### config.mk
export PLATFORM = sky130hd
export DESIGN_NAME = mod_counter
export DESIGN_NICKNAME = d
export VERILOG_FILES = /design/src/rtl/counter_pkg.sv /design/src/rtl/mod_counter_tick_prescaler.sv /design/src/rtl/mod_counter.sv
export SDC_FILE = /design/constraint.sdc
export NUM_CORES = 1
export LEC_CHECK = 0
export ABC_AREA = 1
export ABC_CLOCK_PERIOD_IN_PS = 4100
export CAP_MARGIN = 20
export CORE_MARGIN = 2
export CORE_UTILIZATION = 40
export DETAILED_ROUTE_END_ITERATION = 10
export HOLD_SLACK_MARGIN = 0.03
export PLACE_DENSITY = 0.68
export SLEW_MARGIN = 20
export SYNTH_ARGS = -nofsm -noshare
export SYNTH_HDL_FRONTEND = slang
export SYNTH_SLANG_ARGS = --single-unit
### constraint.sdc
create_clock -name next -period 4.1 [get_ports next]
set_input_delay 1.025 -clock next [delete_from_list [all_inputs] [get_ports next]]
set_output_delay 1.025 -clock next [all_outputs]
set_load 0.01 [all_outputs]
### src/rtl/counter_pkg.sv
// Shared types and encodings for the modulo counter family.
package counter_pkg;

    typedef enum logic [1:0] {
        IDLE = 2'd0,
        RUN  = 2'd1,
        DONE = 2'd2
    } cnt_state_t;

    localparam logic MODE_FREE    = 1'b0;
    localparam logic MODE_ONESHOT = 1'b1;
    localparam logic DIR_UP       = 1'b0;
    localparam logic DIR_DOWN     = 1'b1;

endpackage

### src/rtl/mod_counter_tick_prescaler.sv
// Prescaler: one tick every DIV enabled cycles; the counter wraps to 0 on tick and clears on clr.
module tick_prescaler #(
    parameter int DIV = 1
) (
    input  logic next,
    input  logic rst,
    input  logic en,
    input  logic clr,
    output logic tick
);

    localparam int PW = (DIV > 1) ? $clog2(DIV) : 1;
    localparam logic [PW-1:0] LAST = PW'(DIV - 1);

    logic [PW-1:0] pre_q, pre_d;

    assign tick = en & (pre_q == LAST);

    always_comb begin
        pre_d = pre_q;
        if (clr) begin
            pre_d = '0;
        end else if (tick) begin
            pre_d = '0;
        end else if (en) begin
            pre_d = pre_q + PW'(1);
        end
    end

    always_ff @(posedge next) begin
        if (rst) begin
            pre_q <= '0;
        end else begin
            pre_q <= pre_d;
        end
    end

endmodule

### src/rtl/mod_counter.sv
// Modulo up/down counter with prescaler, load, free-run/one-shot modes and registered tc pulse.
// Optional MOD_COUNTER_CASCADE_EN adds cin/cout for zero-lag chaining.
//   state | meaning
//   IDLE  | after reset, count holds until start
//   RUN   | counting on each prescaled tick
//   DONE  | one-shot finished, count holds at terminal
module mod_counter
    import counter_pkg::*;
#(
    parameter int WIDTH = 4,
    parameter int MAX   = 9,
    parameter int DIV   = 1
) (
    input  logic             next,
    input  logic             rst,
    input  logic             en,
    input  logic             start,
    input  logic             mode,
    input  logic             dir,
    input  logic             load,
    input  logic [WIDTH-1:0] load_val,
`ifdef MOD_COUNTER_CASCADE_EN
    input  logic             cin,
    output logic             cout,
`endif
    output logic [WIDTH-1:0] count,
    output logic             tc,
    output logic             busy
);

    localparam logic [WIDTH-1:0] MAX_V = WIDTH'(MAX);

    cnt_state_t       state_q, state_d;
    logic [WIDTH-1:0] count_q, count_d;
    logic             tc_q, tc_d;
    logic             busy_q, busy_d;

    logic             cin_w;
    logic             running;
    logic             tick;
    logic             at_term;
    logic [WIDTH-1:0] terminal;
    logic [WIDTH-1:0] restart_val;
    logic [WIDTH-1:0] load_clamped;

`ifdef MOD_COUNTER_CASCADE_EN
    assign cin_w = cin;
`else
    assign cin_w = 1'b1;
`endif

    assign running      = (state_q == RUN);
    assign terminal     = (dir == DIR_DOWN) ? '0 : MAX_V;
    assign restart_val  = (dir == DIR_DOWN) ? MAX_V : '0;
    assign at_term      = (count_q == terminal);
    assign load_clamped = (load_val > MAX_V) ? MAX_V : load_val;

    // Prescaler only advances while running, so tick already implies RUN and cin.
    tick_prescaler #(.DIV(DIV)) u_prescaler (
        .next (next),
        .rst  (rst),
        .en   (en & cin_w & running),
        .clr  (start | load),
        .tick (tick)
    );

`ifdef MOD_COUNTER_CASCADE_EN
    assign cout = tick & cin & at_term & running;
`endif

    always_comb begin
        state_d = state_q;
        count_d = count_q;
        tc_d    = 1'b0;
        if (load) begin
            count_d = load_clamped;
        end else if (start) begin
            state_d = RUN;
            count_d = restart_val;
        end else if (running && tick) begin
            if (at_term) begin
                tc_d = 1'b1;
                if (mode == MODE_FREE) begin
                    count_d = restart_val;
                end else begin
                    state_d = DONE;
                end
            end else if (dir == DIR_UP) begin
                count_d = count_q + WIDTH'(1);
            end else begin
                count_d = count_q - WIDTH'(1);
            end
        end
        busy_d = (state_d == RUN);
    end

    always_ff @(posedge next) begin
        if (rst) begin
            state_q <= IDLE;
            count_q <= '0;
            tc_q    <= 1'b0;
            busy_q  <= 1'b0;
        end else begin
            state_q <= state_d;
            count_q <= count_d;
            tc_q    <= tc_d;
            busy_q  <= busy_d;
        end
    end

    assign count = count_q;
    assign tc    = tc_q;
    assign busy  = busy_q;

endmodule

==> summary.txt <==
STA
  • Worst Tran Pin Value: between 200 and 300 ps
  • RSZ-0062 raised after global routing: false
  • Achievable frequency: a little over 0.4 GHz
  • Final Max Slew Viols: 0
  • Slew HR: about 80%
  • Final worst setup slack: 1690 ps
  • TNS Setup: 0 ps
  • Final Cycle Share: 58.9%
  • Fin Clk Skew: roughly 8 ps
  • Final Hold Fails: 0
  • Final setup fails: 0
  • Fin crit period: around 2400 ps

Critical path
  • R2R depth: 5
  • Crit-path max FO: 7
  • CP Capture Type: flop
  • Req. time, crit path: 4300 ps
  • Crit path kind: input port to flop
  • Slack of the worst reg-to-reg path: ~2700 ps
  • Startpoint Class: input port
  • Critical R2R Launch: count[0]
  • Worst Path Arrival: around 2600 ps
  • Reg2reg end: count[1]

Clock network
  • Worst-path clk slew: 60 ps
  • Hold_buf cts: 0
  • H-tree Lvls: 1
  • Worst-Skew Late Latency: around 260 ps
  • Cts bufs inserted: 3
  • Clk root buf: clkbuf_4
  • Postcts setup bufs: 0
  • PostCTS Resize Cnt: 0
  • Clock tree buffer depth: 2
  • CTS tree: built
  • TritonCTS Sinks: 9

Cells and area
  • Filler instances: ~150
  • Most common cell after layout, fill and taps aside: nand2_1
  • Layout Nets: between 100 and 150
  • Most frequent cells in the layout: nand2_1, clkdlybuf4s50_1, nor2_1
  • Share of layout cells above drive strength 1: between 10% and 20%
  • P&R area growth vs syn: 32.9%
  • Number of diodes: 0

Global routing
  • Initial antenna violation count: 0
  • Grt total ovfl: 0
  • Vias in the first global route: roughly 550
  • First-pass GRT wire length: roughly 2.4 mm
  • Largest net degree at the start of global routing: 9
  • GRT Resource Usage Total: ~17%

Pwr
  • P_int: ~0.16 mW
  • Reg power frac: between 40 and 50%
  • Clock share of power: between 20% and 30%
  • Sw Ratio: between 30% and 40%
  • Leak pwr: between 0.3 and 0.4 nW
  • IR drop worst, VDD: 0.000143 V
  • Power density cells: between 200 and 300 mW/mm2
  • Net Sw Power: between 0.07 and 0.08 mW
  • Comb pwr share: a little under a third

Routing
  • Pre-antenna DRT Iters: 4
  • Iter 0 DRT Violations: 18
  • Post-Route WL: approximately 1.3 mm
  • DR vias: 607
  • DRC Markers: 0
  • Via density: about 4.6
  • Routed WL per cell: between 10 and 15 um
  • Final antenna-violating net count: 0

Yosys
  • Syn Nets: roughly 110
  • Yosys top cell by area: dfxtp_1
  • Mapped Cells: 97
  • Distinct cells, synth: 21
  • Yosys reg bits: 9
  • Yosys top cell area share: 28.7%
  • Synth Warn #: 0
  • Seq/Total Area, Yosys: between 20 and 30%
  • Top cells by area, synth: dfxtp_1, nand2_1, nor2_1
  • Area of the mapped netlist: between 600 and 700 um2
  • Syn_area_per_cell: 6.46 um2

Floorplan
  • Row count: 14
  • Die width: about 44 um
  • Initial core utilization: between 40% and 50%
  • IO Count: 17
  • DIE AREA: between 0.0015 and 0.002 mm2
  • Die Height: between 40 and 50 um
  • Core Footprint: 0.00149 mm2

Worst hold path
  • Worst Hold Class: flop to flop
  • Worst Hold Launch: u_prescaler.pre_q
  • Worst-case hold path end point: u_prescaler.pre_q
  • Min-Delay Path Depth: 2

Placed design
  • Port Buffer Count: 16
  • GPL Wtd Cong: 0.844
  • DP Wirelength: between 1 and 1.5 mm
  • Post-place setup slack: roughly 1400 ps

Job
  • Max-Cap Viols: 0

Outcome
  • Status: completed
-- how the worst max path moves through the flow --
stage                     start       end  slack, ps  depth (start not counted)
after detailed placement    dir  count[3]       1420                         10
after global routing        dir  count[3]       1540                         10
after floorplan             dir  count[3]       2110                          9
after global placement      dir  count[3]       1460                         10
final                       dir  count[3]       1690                         10
after CTS                   dir  count[3]       1690                         10
-- registers in the layout (all words and copies together), names as in the netlist --
register,count
state_q,2
count,4
tc,1
u_prescaler.pre_q,1
busy,1
-- critical path: stages --
cell	delay [ps]
clkdlybuf4s50_1	640
ha_1	310
or2_1	230
nand2_1	70
nand2_1	40
nand2_1	50
nand2_1	40
nand3_1	60
nand2_1	60
a21oi_2	100
-- layer usage --
layer	vias up	global-route usage [%]	part of all wire, %
met5	-	0	0
met1	246	24.6	53
li1	344	-	-
met4	0	3.64	0
met2	17	23.5	42
met3	0	6.25	4.5
-- per-stage QoR --
step	std cells	hold slack [ps]	total power [mW]	util (%)	instance area (um2)
floorplan	97	459	0.144	-	627
global placement	129	476	0.175	54.2	807
detailed placement	129	483	0.176	54.2	807
CTS	133	494	0.244	56.0	833
global route	133	518	0.261	56.0	833
finish	133	489	0.241	56.0	833
-- cells in the mapped netlist --
library cell / n
a21oi_1: 3
a21oi_2: 1
dfxtp_1: 9
fa_1: 1
ha_1: 2
inv_1: 11
inv_2: 5
nand2_1: 28
nand2_2: 3
nand2_4: 1
nand3_1: 6
nand3_2: 1
nand4_1: 1
nor2_1: 12
nor2_4: 2
nor4_1: 1
o21ai_0: 4
o21ai_1: 2
o21ai_2: 2
or2_1: 1
xor2_1: 1
-- kinds of logic after synthesis --
kind of cell	share of synthesized area, %
AOI/OAI and AO/OA	11.4
xor gates and xnor gates	1.40
adders and majority gates	7.19
buffers and inverters	9.58
DFF	28.7
and+or+nand+nor	41.7
-- area by class of cell --
type / count / area [um2] / share of cell area, %
Tap cell: 16 / 20.0 / 2.40
Timing Repair Buffer: 16 / 160 / 19.2
Clock buffer: 4 / 26.3 / 3.15
Multi-Input combinational cell: 72 / 387 / 46.4
Inverter: 16 / 60.1 / 7.21
Sequential cell: 9 / 180 / 21.6
-- power by group through the flow --
stage               clock network (mW)  registers [mW]  logic, mW
finish                          0.0665          0.0980     0.0760
global route                    0.0759          0.0988     0.0866
CTS                             0.0699          0.0982     0.0759
detailed placement                   0           0.100     0.0756
global placement                     0           0.100     0.0746
floorplan                            0           0.101     0.0436
Note: power is estimated with default switching activity, not from simulation.
